<file path="src/rtl/exu_lsu.sv">
`default_nettype none
// ============================================================================
//  Module   : exu_lsu
//  Purpose  : Execute-stage load/store unit. Accepts one access at a time,
//             runs a valid/ready request on the data-memory port, waits for
//             the response and returns aligned, extended load data on mem_r.
//             Misaligned or illegal-size requests complete with err and never
//             reach the bus; a missing response is cut off after MAX_WAIT
//             cycles and also completes with err.
//  Ports    : clk, rst (sync, active-low)
//             req_*  / addr / wdata      : request from the execute stage
//             mem_r / done / err         : result, one-cycle done pulse
//             dmem_req_* / dmem_addr / dmem_wen / dmem_wdata / dmem_wmask
//                                        : bus request channel
//             dmem_resp_valid / dmem_resp_rdata : bus response channel
//  Revision : 1.0  initial release
// ============================================================================
module exu_lsu #(
    parameter int ISA_WIDTH = 32,   // only 32 is supported
    parameter int MAX_WAIT  = 255   // response cycles before timeout
) (
    input  logic                 clk,
    input  logic                 rst,
    input  logic                 req_valid,
    output logic                 req_ready,
    input  logic                 req_store,
    input  logic [1:0]           req_size,
    input  logic                 req_unsigned,
    input  logic [ISA_WIDTH-1:0] addr,
    input  logic [ISA_WIDTH-1:0] wdata,
    output logic [ISA_WIDTH-1:0] mem_r,
    output logic                 done,
    output logic                 err,
    output logic                 dmem_req_valid,
    input  logic                 dmem_req_ready,
    output logic [ISA_WIDTH-1:0] dmem_addr,
    output logic                 dmem_wen,
    output logic [ISA_WIDTH-1:0] dmem_wdata,
    output logic [3:0]           dmem_wmask,
    input  logic                 dmem_resp_valid,
    input  logic [ISA_WIDTH-1:0] dmem_resp_rdata
);

    localparam int               c_cnt_w     = $clog2(MAX_WAIT + 1);
    localparam logic [c_cnt_w-1:0] c_wait_last = c_cnt_w'(MAX_WAIT - 1);
    localparam logic [1:0]       c_size_byte = 2'd0;
    localparam logic [1:0]       c_size_half = 2'd1;
    localparam logic [1:0]       c_size_word = 2'd2;

    typedef enum logic [1:0] {
        S_IDLE = 2'd0,
        S_REQ  = 2'd1,
        S_WAIT = 2'd2,
        S_DONE = 2'd3
    } state_t;

    state_t                 r_state;
    state_t                 w_next;

    logic                   r_store;
    logic [1:0]             r_size;
    logic                   r_unsigned;
    logic [1:0]             r_off;
    logic                   r_err;
    logic [c_cnt_w-1:0]     r_wait;
    logic [ISA_WIDTH-1:0]   r_mem_r;
    logic [ISA_WIDTH-1:0]   r_addr;
    logic                   r_wen;
    logic [ISA_WIDTH-1:0]   r_wdata;
    logic [3:0]             r_wmask;

    logic                   w_accept;
    logic                   w_bad;
    logic                   w_capture;
    logic                   w_timeout;
    logic [ISA_WIDTH-1:0]   w_lane_wdata;
    logic [3:0]             w_lane_wmask;
    logic [ISA_WIDTH-1:0]   w_shift;
    logic [ISA_WIDTH-1:0]   w_load;

    // Illegal size or an address not naturally aligned to the access size.
    always_comb begin
        w_bad = 1'b0;
        case (req_size)
            c_size_byte: w_bad = 1'b0;
            c_size_half: w_bad = addr[0];
            c_size_word: w_bad = |addr[1:0];
            default:     w_bad = 1'b1;
        endcase
    end

    // Store data is replicated across all lanes; the mask selects the lanes
    // actually written, so the bus never has to shift again.
    always_comb begin
        w_lane_wdata = wdata;
        w_lane_wmask = 4'hF;
        case (req_size)
            c_size_byte: begin
                w_lane_wdata = {4{wdata[7:0]}};
                w_lane_wmask = 4'b0001 << addr[1:0];
            end
            c_size_half: begin
                w_lane_wdata = {2{wdata[15:0]}};
                w_lane_wmask = 4'b0011 << addr[1:0];
            end
            default: begin
                w_lane_wdata = wdata;
                w_lane_wmask = 4'hF;
            end
        endcase
    end

    // Word accesses are aligned, so r_off is 0 and the shift is a pass-through.
    assign w_shift = dmem_resp_rdata >> {r_off, 3'b000};

    always_comb begin
        w_load = w_shift;
        case (r_size)
            c_size_byte: w_load = r_unsigned ? {{(ISA_WIDTH-8){1'b0}}, w_shift[7:0]}
                                             : {{(ISA_WIDTH-8){w_shift[7]}}, w_shift[7:0]};
            c_size_half: w_load = r_unsigned ? {{(ISA_WIDTH-16){1'b0}}, w_shift[15:0]}
                                             : {{(ISA_WIDTH-16){w_shift[15]}}, w_shift[15:0]};
            default:     w_load = w_shift;
        endcase
    end

    always_ff @(posedge clk) begin
        if (!rst) begin
            r_state <= S_IDLE;
        end else begin
            r_state <= w_next;
        end
    end

    always_comb begin
        w_next         = r_state;
        req_ready      = 1'b0;
        dmem_req_valid = 1'b0;
        done           = 1'b0;
        w_capture      = 1'b0;
        w_timeout      = 1'b0;
        case (r_state)
            S_IDLE: begin
                req_ready = 1'b1;
                if (req_valid) begin
                    w_next = w_bad ? S_DONE : S_REQ;
                end
            end
            S_REQ: begin
                dmem_req_valid = 1'b1;
                if (dmem_req_ready) begin
                    w_next = S_WAIT;
                end
            end
            S_WAIT: begin
                // A response arriving on the last allowed cycle still wins.
                if (dmem_resp_valid) begin
                    w_capture = 1'b1;
                    w_next    = S_DONE;
                end else if (r_wait == c_wait_last) begin
                    w_timeout = 1'b1;
                    w_next    = S_DONE;
                end
            end
            S_DONE: begin
                done   = 1'b1;
                w_next = S_IDLE;
            end
            default: w_next = S_IDLE;
        endcase
    end

    assign w_accept = req_valid & req_ready;

    always_ff @(posedge clk) begin
        if (!rst) begin
            r_store    <= 1'b0;
            r_size     <= 2'd0;
            r_unsigned <= 1'b0;
            r_off      <= 2'd0;
            r_err      <= 1'b0;
            r_wait     <= '0;
            r_mem_r    <= '0;
            r_addr     <= '0;
            r_wen      <= 1'b0;
            r_wdata    <= '0;
            r_wmask    <= 4'h0;
        end else begin
            if (w_accept) begin
                r_store    <= req_store;
                r_size     <= req_size;
                r_unsigned <= req_unsigned;
                r_off      <= addr[1:0];
                r_err      <= w_bad;
                r_wait     <= '0;
            end
            // Bus fields only change for requests that will reach the bus.
            if (w_accept && !w_bad) begin
                r_addr  <= {addr[ISA_WIDTH-1:2], 2'b00};
                r_wen   <= req_store;
                r_wdata <= w_lane_wdata;
                r_wmask <= req_store ? w_lane_wmask : 4'h0;
            end
            if (r_state == S_WAIT) begin
                r_wait <= r_wait + 1'b1;
            end
            if (w_timeout) begin
                r_err <= 1'b1;
            end
            if (w_capture && !r_store) begin
                r_mem_r <= w_load;
            end
        end
    end

    assign err        = done & r_err;
    assign mem_r      = r_mem_r;
    assign dmem_addr  = r_addr;
    assign dmem_wen   = r_wen;
    assign dmem_wdata = r_wdata;
    assign dmem_wmask = r_wmask;

endmodule
`default_nettype wire

</file>
<file path="config.mk">
export PLATFORM = sky130hd
export DESIGN_NAME = exu_lsu
export DESIGN_NICKNAME = d
export VERILOG_FILES = /design/src/rtl/exu_lsu.sv
export SDC_FILE = /design/constraint.sdc
export NUM_CORES = 1
export LEC_CHECK = 0
export ABC_AREA = 1
export ABC_CLOCK_PERIOD_IN_PS = 1500
export BUFFER_PORTS_ARGS = -buffer_cell sky130_fd_sc_hd__buf_2
export CAP_MARGIN = 10
export CORE_ASPECT_RATIO = 1.5
export CORE_MARGIN = 2
export CORE_UTILIZATION = 45
export CTS_CLUSTER_DIAMETER = 50
export DETAILED_ROUTE_END_ITERATION = 7
export PLACE_DENSITY = 0.88
export SETUP_SLACK_MARGIN = 0.1
export SYNTH_ARGS = -nofsm -noshare
export SYNTH_HDL_FRONTEND = slang
export SYNTH_SLANG_ARGS = --single-unit
</file>
<file path="constraint.sdc">
create_clock -name clk -period 1.5 [get_ports clk]
set_input_delay 0.15 -clock clk [delete_from_list [all_inputs] [get_ports clk]]
set_output_delay 0.15 -clock clk [all_outputs]
set_load 0.03 [all_outputs]
</file>
==> reports/results.txt <==
The flow ran to the end, and the final reports show no timing, DRC or antenna violations. The post-placement cell area is 6802 um2. The most critical setup path has its startpoint at r_state[1]. The synthesized design contains 0 enable-type register cells. For this design the total switching power over the nets is 0.005816 W.

Most instantiated flip-flop cell in the synthesis netlist: sky130_fd_sc_hd__dfxtp_1. The clock input transition at the sequential cells of the worst setup and hold paths was 0.06 ns; the share of the core filled with cells was 0.6942. Among cell families on the critical path, the largest total delay comes from simple AND/OR/NAND/NOR gates.

After the last flow step, the layout net total stands at 1208. The tools report the final RePlAce weighted congestion as 0.9620. The run gives 8384 um2 as the finished layout cell area. The number of primary I/O pins is 210. The share of the synthesized area in the top cell type was 0.4160; the power per cell area was 1699 nW/um2. The layout has 871 filler cells. The number of setup violations in the final report came out at 0. STA classifies the critical path endpoint as a flop. Entering global routing, the biggest net connects 58 pins. The run gives 0 as the number of warnings reported in the yosys synthesis log.

Clock network latency to the later pin of the worst-skew pair: 0.42 ns. The total number of vias is 6985. The number of antenna diodes in the final layout is 0. In the synthesized netlist, the number of instances is 848. After layout, the design draws a total of 0.01424 W. The number of pins exceeding their max-slew limit in the final report was 0; the required time of the critical path was 1.80 ns. Detailed placement finished with a half-perimeter wire length of 12420 um. The logs give 0 for the total grt overflow and 0.287 for the portion of total power attributed to sequential cells. The final worst-path cycle share is 0.9943. Across all register-to-register paths, the minimum setup slack is 0.009 ns.

The run gives 0 as the number of antenna violations at the first check in global routing. The maximum single-stage delay on the critical path was 0.39 ns. The highest fanout seen on the critical path is 11. Launch point of the worst hold path: addr[8].

The part of the power in the clock network was 0.301; the setup skew after layout was 0.01016 ns. Clock tree root buffer cell: sky130_fd_sc_hd__clkbuf_16. In this run, CTS created clock tree buffers numbering 17. The starting density of the core is 0.4622, and the number of buffers inserted by port buffering is 207.

The proportion of synthesized flip-flops having asynchronous set or reset is 0. The sum of buffers and inverters on the critical path was 4; the global-route wire length before repair was 30290 um. In this run the worst hold path is classified as input port to flop. For the count of antenna-violating nets left after detailed routing, the log shows 0.

The detailed router finished its first iteration with 640 violations. The synthesized area per cell was 6.584 um2. Measured along the y axis, the die boundary spans 140.4 um. The worst setup path is of the flop to flop kind. The critical path goes through inv_4 -> ha_4 -> nand2_4 -> inv_4 -> nand2_8 -> inv_8 -> buf_12 -> nor2_2 -> nor2_1. The die covers 13330 um2. TritonCTS built the clock tree. In this run, synthesis produced a sequential element count of 116. The layout cell share with drive strength beyond 1 came out at 0.3499.

STA classifies the critical path startpoint as a flop. The detail-routed via count per cell works out to 5.535. The switching share of power is 0.4084, and the number of max-capacitance violations reported is 0.

Setup repair after global routing could not meet its margin everywhere. For the overall routing resource usage, the log shows 0.2914. The logs give 6472 for the number of global-route vias before repair and 5583 um2 for the area of the mapped netlist.

By instance count, the cell type seen most on the critical path is sky130_fd_sc_hd__inv_4. The share of power burned in combinational logic was 0.412. The largest total area in the synthesized netlist belongs to sky130_fd_sc_hd__dfxtp_1.

For this design, the sink count on the clock tree is 116. The area growth from synthesis to layout is 50.18%. In this run the standard cell core region covers 12080 um2. The H-tree generated during clock tree synthesis spans 4 levels.

The maximum operating frequency came out at 670.5 MHz. The floorplan has 49 rows. In the routed design, unresolved DRC markers number 0. For the sequential area share after synthesis, the log shows 0.4160. In the post-synthesis netlist, the biggest area contributors are sky130_fd_sc_hd__dfxtp_1 42%, sky130_fd_sc_hd__nor2_1 14%, sky130_fd_sc_hd__nand2_1 13%, sky130_fd_sc_hd__o21ai_0 7.4%, sky130_fd_sc_hd__nand3_1 5.2%.

The clock passes through at most 2 buffers. The first detailed-routing pass took 5 iterations. Summed over all layers, the routed wires come to 22470 um.

After synthesis, the netlist uses 33 different library cells. The post-layout minimum cycle time was 1.491 ns. Master of the slowest instance on the critical path: sky130_fd_sc_hd__dfxtp_4. The tightest hold path in the finished design has a slack of 0.002577 ns.

The logs give 4.209 nW for the reported leakage power and 1.004 mV for the maximum ir drop on the vdd rail. The startpoint identified for the worst register-to-register timing path is r_state[1]. The width of the die was 94.95 um. The final number of hold-violating endpoints came out at 0. The routed wire length per instance is 17.80 um. The internal portion of the total power is 0.008427 W. Data on the critical path arrives at its endpoint at 1.79 ns.
layout by cell type, fill, tap and decap left out, drive strengths merged, types with 3 or more instances in the layout:
cell,n
a21oi,29
buf,249
bufinv,3
clkbuf,23
clkinv,5
dfxtp,116
dlygate4sd3,24
ha,7
inv,71
nand2,203
nand3,60
nor2,205
o211ai,14
o21ai,87
flip-flops by register name (all words and copies together) (netlist names):
signal / count
r_unsigned: 1
dmem_wen: 1
dmem_addr: 30
r_err: 1
r_store: 1
r_off: 2
r_size: 2
dmem_wdata: 32
r_wait: 8
dmem_wmask: 4
mem_r: 32
r_state: 2
kinds of logic (layout without fill, tap and decap cells):
kind of cell	Yosys count	after routing	share of synthesized area
buffers and inverters	117	377	0.09525
other	1	2	0.0006717
AND/OR/NAND/NOR	474	474	0.3433
AO/OA/AOI/OAI	132	132	0.1275
adder cells (fa/ha/maj)	7	7	0.01569
flip-flops	116	116	0.4160
XOR/XNOR	1	1	0.001569
tightest hold or removal path: cells and delay by family:
family                 cells  cell delay [ns]
and+or+nand+nor            1             0.08
buffers and inverters      1             0.09
AOI/OAI and AO/OA          1             0.06
through the flow:
stage | worst slack [ns] | instances | TNS [ns]
4_1_cts | 0.05303 | 1245 | 0
3_3_place_gp | 0.01334 | 1185 | 0
5_1_grt | -0.02991 | 1262 | -0.08460
6_report | 0.008596 | 1262 | 0
3_5_place_dp | -0.01803 | 1185 | -0.02299
2_1_floorplan | 0.08218 | 849 | 0
area by class of cell:
cell class,count,area (um2),share of cell area
clock buffers,17,425.4,0.05074
repair buffers,279,1892,0.2256
well taps,153,191.4,0.02283
flip-flops and latches,116,2332,0.2782
multi-input cells,616,3080,0.3674
clock inverters,15,193.9,0.02313
inverters,66,269.0,0.03208
routing by layer:
layer	share of wire	vias up	track usage	routed length (um)
met1	0.33	3108	0.3056	7325
met4	0.065	0	0.1846	1471
met2	0.50	553	0.5002	11340
met3	0.10	140	0.08284	2327
li1	-	3184	-	-
met5	0	-	0	0
path summary, 6_finish.rpt:
kind                                 endpoint  cells past startpoint
worst min-delay path             dmem_addr[8]                      3
worst max register to register  dmem_addr[27]                      9
worst max-delay path            dmem_addr[27]                      9
worst min register to register  dmem_wmask[1]                      2
cell usage after synthesis (2+ instances only):
master                       n
sky130_fd_sc_hd__nor2_1    203
sky130_fd_sc_hd__nand2_1   196
sky130_fd_sc_hd__dfxtp_1   116
sky130_fd_sc_hd__o21ai_0    82
sky130_fd_sc_hd__inv_1      60
sky130_fd_sc_hd__nand3_1    58
sky130_fd_sc_hd__a21oi_1    26
sky130_fd_sc_hd__buf_2      22
sky130_fd_sc_hd__clkbuf_1   15
sky130_fd_sc_hd__o211ai_1   14
sky130_fd_sc_hd__buf_4       7
sky130_fd_sc_hd__ha_1        7
sky130_fd_sc_hd__nand2_2     6
sky130_fd_sc_hd__buf_6       5
sky130_fd_sc_hd__inv_2       5
sky130_fd_sc_hd__o21ai_1     5
sky130_fd_sc_hd__a21oi_2     3
sky130_fd_sc_hd__nand3_2     2
sky130_fd_sc_hd__nor3_1      2
timing repair:
action                                  CTS  global route
endpoints found under the setup margin   97           109
endpoints found under the hold margin    22             2
hold buffers                             22             2
resized for setup                        30           142
cloned                                    1             9
buffers inserted                          5             6
pin swaps                                 3            23
power by group through the flow:
stage          Combinational, W  Sequential, W  Clock, W
6_report                0.00587        0.00409   0.00429
3_3_place_gp            0.00455        0.00399         0
4_1_cts                 0.00490        0.00397   0.00429
5_1_grt                 0.00628        0.00414   0.00444
2_1_floorplan           0.00245        0.00490         0
3_5_place_dp            0.00462        0.00401         0
No activity file was read; power rests on OpenSTA's default activity.
